**src/rtl/change_event_if.sv**
```systemverilog
// change_event_if: change-event arbiter bus; the arbiter uses the slave modport, the consumer/stimulus side uses the master modport.
interface change_event_if #(
  parameter int N   = 4,
  parameter int IDW = $clog2(N)
);
  logic           enable;
  logic [N-1:0]   sig_in;
  logic           evt_valid;
  logic           evt_ready;
  logic [IDW-1:0] evt_id;
  logic           evt_level;
  logic [N-1:0]   overflow;
  logic           ovf_clr;
  logic [15:0]    evt_count;
  modport slave (
    input  enable, sig_in, evt_ready, ovf_clr,
    output evt_valid, evt_id, evt_level, overflow, evt_count
  );
  modport master (
    output enable, sig_in, evt_ready, ovf_clr,
    input  evt_valid, evt_id, evt_level, overflow, evt_count
  );
endinterface

```
**src/rtl/change_event_arbiter.sv**
```systemverilog
// change_event_arbiter: detects per-channel value changes and offers them one at a time, round-robin, over a valid/ready channel.
module change_event_arbiter #(
  parameter int N   = 4,
  parameter int IDW = $clog2(N)
) (
  input logic           clk,
  input logic           rst_n,
  change_event_if.slave bus
);
  typedef enum logic {IDLE, OFFER} state_t;
  state_t         state, state_n;
  logic [N-1:0]   prev, pending, lvl, overflow, change, gnt_mask, ovf_set;
  logic           primed, grant, hs, evt_level;
  logic [IDW-1:0] rr_ptr, gnt_id, evt_id;
  logic [IDW:0]   idx;
  logic [15:0]    evt_count;
  assign change   = (primed && bus.enable) ? (bus.sig_in ^ prev) : '0;
  assign grant    = (state == IDLE) && (|pending);
  assign hs       = (state == OFFER) && bus.evt_ready;
  assign gnt_mask = grant ? (N'(1) << gnt_id) : '0;
  assign ovf_set  = change & pending & ~gnt_mask;
  // Scan downward so the closest pending channel at or after rr_ptr wins last.
  always_comb begin
    gnt_id = '0;
    idx    = '0;
    for (int k = N - 1; k >= 0; k--) begin
      idx = {1'b0, rr_ptr} + (IDW+1)'(k);
      if (idx >= (IDW+1)'(N)) idx = idx - (IDW+1)'(N);
      if (pending[idx[IDW-1:0]]) gnt_id = idx[IDW-1:0];
    end
  end
  always_comb begin
    state_n = grant ? OFFER : (hs ? IDLE : state);
  end
  always_ff @(posedge clk or negedge rst_n) begin
    if (!rst_n) state <= IDLE;
    else        state <= state_n;
  end
  // A change on the grant edge of its own channel re-arms pending with the new level.
  always_ff @(posedge clk or negedge rst_n) begin
    if (!rst_n) begin
      prev      <= '0;
      primed    <= 1'b0;
      pending   <= '0;
      lvl       <= '0;
      overflow  <= '0;
      evt_id    <= '0;
      evt_level <= 1'b0;
      rr_ptr    <= '0;
      evt_count <= '0;
    end else begin
      prev     <= bus.sig_in;
      primed   <= 1'b1;
      pending  <= (pending & ~gnt_mask) | change;
      lvl      <= (lvl & ~change) | (bus.sig_in & change);
      overflow <= (bus.ovf_clr ? '0 : overflow) | ovf_set;
      if (grant) begin
        evt_id    <= gnt_id;
        evt_level <= lvl[gnt_id];
      end
      if (hs) begin
        rr_ptr    <= (evt_id == IDW'(N - 1)) ? '0 : evt_id + 1'b1;
        evt_count <= evt_count + {15'd0, evt_count != 16'hFFFF};
      end
    end
  end
  assign bus.evt_valid = (state == OFFER);
  assign bus.evt_id    = evt_id;
  assign bus.evt_level = evt_level;
  assign bus.overflow  = overflow;
  assign bus.evt_count = evt_count;
endmodule

```
**src/flat_wrapper.sv**
```systemverilog
// flat-port wrapper written by rule: the top's interface ports become plain ports
module change_event_arbiter_flat 
#(
  parameter int N   = 4,
  parameter int IDW = $clog2(N)
)
  (clk, rst_n, bus_enable, bus_sig_in, bus_evt_ready, bus_ovf_clr, bus_evt_valid, bus_evt_id, bus_evt_level, bus_overflow, bus_evt_count);
  change_event_if #(.N(N), .IDW(IDW)) bus_i ();
  input logic clk;
  input logic rst_n;
  input wire logic [$bits(bus_i.enable)-1:0] bus_enable;
  input wire logic [$bits(bus_i.sig_in)-1:0] bus_sig_in;
  input wire logic [$bits(bus_i.evt_ready)-1:0] bus_evt_ready;
  input wire logic [$bits(bus_i.ovf_clr)-1:0] bus_ovf_clr;
  output wire logic [$bits(bus_i.evt_valid)-1:0] bus_evt_valid;
  output wire logic [$bits(bus_i.evt_id)-1:0] bus_evt_id;
  output wire logic [$bits(bus_i.evt_level)-1:0] bus_evt_level;
  output wire logic [$bits(bus_i.overflow)-1:0] bus_overflow;
  output wire logic [$bits(bus_i.evt_count)-1:0] bus_evt_count;
  assign bus_i.enable = bus_enable;
  assign bus_i.sig_in = bus_sig_in;
  assign bus_i.evt_ready = bus_evt_ready;
  assign bus_i.ovf_clr = bus_ovf_clr;
  assign bus_evt_valid = bus_i.evt_valid;
  assign bus_evt_id = bus_i.evt_id;
  assign bus_evt_level = bus_i.evt_level;
  assign bus_overflow = bus_i.overflow;
  assign bus_evt_count = bus_i.evt_count;
  change_event_arbiter #(.N(N), .IDW(IDW)) u_core (.clk(clk), .rst_n(rst_n), .bus(bus_i));
endmodule
```
**config.mk**
```make
export PLATFORM = sky130hd
export DESIGN_NAME = change_event_arbiter_flat
export DESIGN_NICKNAME = d
export VERILOG_FILES = /design/src/rtl/change_event_if.sv /design/src/rtl/change_event_arbiter.sv /design/src/flat_wrapper.sv
export SDC_FILE = /design/constraint.sdc
export NUM_CORES = 1
export LEC_CHECK = 0
export CAP_MARGIN = 40
export CORE_ASPECT_RATIO = 1.4
export CORE_UTILIZATION = 50
export CTS_CLUSTER_SIZE = 8
export DETAILED_ROUTE_END_ITERATION = 10
export PLACE_DENSITY_LB_ADDON = 0.08
export SLEW_MARGIN = 10
export SYNTH_ARGS = -nofsm -noshare
export SYNTH_HDL_FRONTEND = slang
export SYNTH_SLANG_ARGS = --single-unit
```
**constraint.sdc**
```tcl
create_clock -name clk -period 5.2 [get_ports clk]
set_clock_uncertainty 0.2 [all_clocks]
set_input_delay 1.04 -clock clk [delete_from_list [all_inputs] [get_ports clk]]
set_output_delay 1.04 -clock clk [all_outputs]
set_load 0.02 [all_outputs]
```
# After elaboration in Yosys (flattened, before gate mapping)
# Index checks and enable logic that the tools add are counted.
dict set report word_totals {
  output_inout_bits 24
  ff_bits 39
  inputBits 9
  word_cells 72
}
dict set report op_classes {
  n_lt_le_gt_ge 9
  reduce_logical 5
  add_sub_neg 9
  bitwise_logic 12
  n_shift 1
  muxes 24
  eq_ne 2
}
# operator count
set ops {}
lappend ops {{$and 4x4->4} 5}
lappend ops {{$mux 2} 9}
lappend ops {{$add 16x1->16} 1}
lappend ops {{$ne 16x16->1 const B} 1}
lappend ops {{$lt 2x3->1 const B} 5}
lappend ops {{$mux 4} 3}
lappend ops {{$or 4x4->4} 3}
lappend ops {{$bmux 1 s2} 5}
lappend ops {{$ge 3x3->1 const B} 3}
lappend ops {{$not 4->4} 2}
lappend ops {{$sub 2x1->2 const B} 4}
lappend ops {{$mux 1} 7}
lappend ops {{$add 2x2->3 const B} 2}
lappend ops {{$reduce_or 4->1} 1}
lappend ops {{$shl 1x2->4 const A} 1}
lappend ops {{$xor 4x4->4} 1}
lappend ops {{$add 2x1->3 const B} 1}
lappend ops {{$ge 2x3->1 const B} 1}
lappend ops {{$logic_and 1x1->1} 3}
lappend ops {{$add 2x1->2 const B} 1}
lappend ops {{$eq 2x2->1 const B} 1}
lappend ops {{$reduce_bool 2->1} 1}
lappend ops {{$not 1->1} 1}

# Longest topological paths before layout
dict set report depth {
  depth_word 14
  depth_mapped 9
  mapped_depth_nobuf 9
}

# Least setup slack after synthesis
# No wires, ideal clock.
dict set report synth_path {
  kind {input port to flip-flop}
  startpoint {input port bus_evt_ready}
  endpoint {register u_core.evt_count[13] (netlist: u_core.bus.evt_count[13])}
  setup_slack_ns 3.014
  t_arrival_ns 1.856
  cell_stages 6
  setup_ns 0.130
  cell_sequence {and2_4 -> buf_8 -> nand2_4 -> nor4_4 -> nand3_2 -> xnor2_1}
}
dict set report synth_between {
  elab_chain_len 1
}
# item line
set synth_lines {}
lappend synth_lines {{start: declaration} flat_wrapper.sv:13} ;# input wire logic [$bits(bus_i.evt_ready)-1:0] bus_evt_ready;
lappend synth_lines {{$logic_and 1x1->1} change_event_arbiter.sv:19} ;# assign hs = (state == OFFER) && bus.evt_ready;
lappend synth_lines {{end signal: assignment} change_event_arbiter.sv:63} ;# evt_count <= evt_count + {15'd0, evt_count != 16'hFFFF};
lappend synth_lines {{end: declaration} change_event_arbiter.sv:16} ;# logic [15:0] evt_count;
# No other way between the ends.
# A chain may end at the register's enable or synchronous reset.

# Worst setup path in the final report
dict set report layout_path {
  startpoint {register u_core.state (netlist: u_core.bus.evt_valid)}
  endpoint {output port bus_evt_valid}
}
# item line
set layout_rtl {}
lappend layout_rtl {{start: declaration} change_event_arbiter.sv:11} ;# state_t state, state_n;
lappend layout_rtl {{start signal: assignment} change_event_arbiter.sv:37} ;# else state <= state_n;
lappend layout_rtl {{end: declaration} flat_wrapper.sv:15} ;# output wire logic [$bits(bus_i.evt_valid)-1:0] bus_evt_valid;
# No word-level cell between the ends.

==> flow_metrics.env <==
export IMPL_combPwrFrac_pct=36.4
export IMPL_async_flop_share_pct=100
export IMPL_fmax_mhz=356
export IMPL_synth_most_common_cell="dfrtp_1"
export IMPL_power_density_nw_per_um2=499
export IMPL_drtIter0Drc=26
export IMPL_drtPass1Iterations=4
export IMPL_hold_viol_final=0
export IMPL_hold_class="flop to flop"
export IMPL_first_global_vias=1299
export IMPL_p_clk_share_pct=22.4
export IMPL_dieArea_um2=3860
export IMPL_cts_tree="yes"
export IMPL_ios=33
export IMPL_port_buffers=32
export IMPL_ys_ff_latch=39
export IMPL_wl_mm=3.71
export IMPL_cts_resized=0
export IMPL_drive_gt1_share_pct=15.9
export IMPL_synth_distinct_cells=35
export IMPL_worstPathCellList="clkdlybuf4s50_1"
export IMPL_clkLatencyLatePin_ps=300
export IMPL_cts_buffers=5
export IMPL_power_switching_uw=419
export IMPL_diodes=0
export IMPL_overflow=0
export IMPL_final_util_pct=66.8
export IMPL_end_kind="primary output"
export IMPL_die_h_um=73.1
export IMPL_avgSynthCellArea_um2=11.6
export IMPL_die_x_um=52.8
export IMPL_startpoint_type="flop"
export IMPL_tns_ps=0
export IMPL_critPathArrivalTime_ps=1570
export IMPL_status="completed"
export IMPL_yosys_area_top_type="dfrtp_1"
export IMPL_cp_top_family="buffers and inverters"
export IMPL_place_congestion=0.795
export IMPL_rsz0062_at_grt="no"
export IMPL_maxUsedRoutingLayer="met4"
export IMPL_cp_slowest_cell="clkdlybuf4s50_1"
export IMPL_dpl_hpwl_mm=2.70
export IMPL_final_area_um2=2280
export IMPL_clock_sinks=39
export IMPL_clk_pin_slew_ps=80
export IMPL_grt_max_degree=40
export IMPL_cp_required_ps=3960
export IMPL_clock_path_buffers=2
export IMPL_setup_viol=0
export IMPL_leakage_nw=1.00
export IMPL_slowest_delay_ps=680
export IMPL_grt_pass1_wl_mm=6.25
export IMPL_whs_ps=299
export IMPL_synthesis_nets=169
export IMPL_root_buffer="clkbuf_8"
export IMPL_critical_path_class="flop to primary output"
export IMPL_htree_levels=2
export IMPL_cts_setup_buffers=0
export IMPL_wl_per_cell_um=15.8
export IMPL_postCtsHoldBufs=0
export IMPL_viasPerCell=5.47
export IMPL_drv_cap=0
export IMPL_min_period_over_period_pct=54.0
export IMPL_worst_slack_ps=2390
export IMPL_seq_area_frac_synth_pct=54.1
export IMPL_wl_met2_mm=1.98
export IMPL_postSynthCellCount=156
export IMPL_pre_cts_slack_ps=2440
export IMPL_synth_area_leaders="dfrtp_1, mux2_2, xnor2_1, nand2_1, xor2_1"
export IMPL_met1Wirelength_mm=1.54
export IMPL_start_util_pct=52.9
export IMPL_netlist_area_um2=1800
export IMPL_period_minus_slack_ps=2810
export IMPL_ys_warn_count=0
export IMPL_grt_util_all_layers_pct=23.0
export IMPL_finalPower_mw=1.14
export IMPL_maxSlewViolCount=0
export IMPL_pwr_share_seq_pct=41.2
export IMPL_yosys_top_cells_count="dfrtp_1, nand2_1, nand3_1, xnor2_1"
export IMPL_critPathMaxFanout=11
export IMPL_synth_edf_count=0
export IMPL_synth_ff_type="dfrtp_1"
export IMPL_nets=207
export IMPL_fin_cells=235
export IMPL_core_rowCount=25
export IMPL_swShare_pct=37.0
export IMPL_wl_met3_um=117
export IMPL_internal_power_uw=716
export IMPL_ir_worst_vdd_uv=421
export IMPL_post_dp_cell_area_um2=2140
export IMPL_dp_cells=226
export IMPL_antenna_found_initial=0
export IMPL_drc_errors=0
export IMPL_ant_nets=0
export IMPL_crit_buf_inv=1
export IMPL_syn2layout_area_growth_pct=26.1
export IMPL_route_vias_total=1286
export IMPL_yosysTopAreaCellShare_pct=54.1
export IMPL_core_um2=3410
[cells in the final DEF (no fill, tap or decap), types with 2 or more instances in the layout]
| cell | Yosys | layout |
|---|---|---|
| nand4_1 | 3 | 3 |
| nand2b_1 | 2 | 2 |
| o22ai_1 | 5 | 5 |
| xor2_1 | 8 | 8 |
| ha_1 | 4 | 4 |
| inv_1 | 8 | 8 |
| and3_1 | 3 | 3 |
| o31ai_2 | 3 | 3 |
| mux2_2 | 8 | 8 |
| dfrtp_1 | 39 | 39 |
| nor3_1 | 3 | 3 |
| clkdlybuf4s50_1 | 0 | 31 |
| xnor2_1 | 10 | 10 |
| mux2i_1 | 2 | 2 |
| nand2_1 | 19 | 19 |
| nor2_1 | 8 | 8 |
| nand3_1 | 10 | 10 |
| clkbuf_8 | 0 | 5 |
| a21oi_1 | 3 | 3 |
[routing by layer]
metal | track usage [%] | vias up
li1 | - | 609
met1 | 27.8 | 642
met2 | 37.4 | 29
met3 | 6.04 | 6
met4 | 10.8 | 0
met5 | 0 | -
[cells by family after synthesis]
family | Yosys count | share of synthesized area (%)
mux | 10 | 6.10
xor+xnor | 18 | 8.74
fa+ha+maj | 4 | 2.77
flops | 39 | 54.1
compound gates | 17 | 7.84
buf+inv | 10 | 3.12
other cells | 1 | 0.208
simple gates | 57 | 17.1
[power groups by stage]
stage | registers (mW) | logic [mW] | clock network [mW]
finish | 0.468 | 0.413 | 0.254
global route | 0.480 | 0.448 | 0.274
CTS | 0.466 | 0.415 | 0.260
detailed placement | 0.471 | 0.413 | 0
global placement | 0.466 | 0.401 | 0
floorplan | 0.499 | 0.229 | 0
[final cells by class]
| type | instances | area (um2) |
|---|---|---|
| inverters | 8 | 30.0 |
| well taps | 40 | 50.0 |
| multi-input cells | 107 | 772 |
| fillers | 274 | 1130 |
| clock inverters | 3 | 43.8 |
| flip-flops and latches | 39 | 976 |
| clock buffers | 5 | 68.8 |
| repair buffers | 33 | 335 |
[final timing paths]
kind / to / slack (ps) / startpoint / depth (start not counted)
max in group asynchronous: u_core.prev[0]$_DFF_PN0_ / 4090 / rst_n / 2
setup reg to reg: u_core.bus.evt_count[1]$_DFFE_PN0P_ / 2970 / u_core.bus.evt_count[6]$_DFFE_PN0P_ / 6
hold reg to reg: u_core.bus.evt_level$_DFFE_PN0P_ / 300 / u_core.bus.evt_level$_DFFE_PN0P_ / 2
setup / recovery: bus_evt_valid / 2390 / u_core.bus.evt_valid$_DFFE_PN0P_ / 1
hold / removal: u_core.bus.evt_level$_DFFE_PN0P_ / 300 / u_core.bus.evt_level$_DFFE_PN0P_ / 2
min in group asynchronous: u_core.bus.evt_id[0]$_DFFE_PN0P_ / 330 / rst_n / 1
No activity file was read; power rests on OpenSTA's default activity.
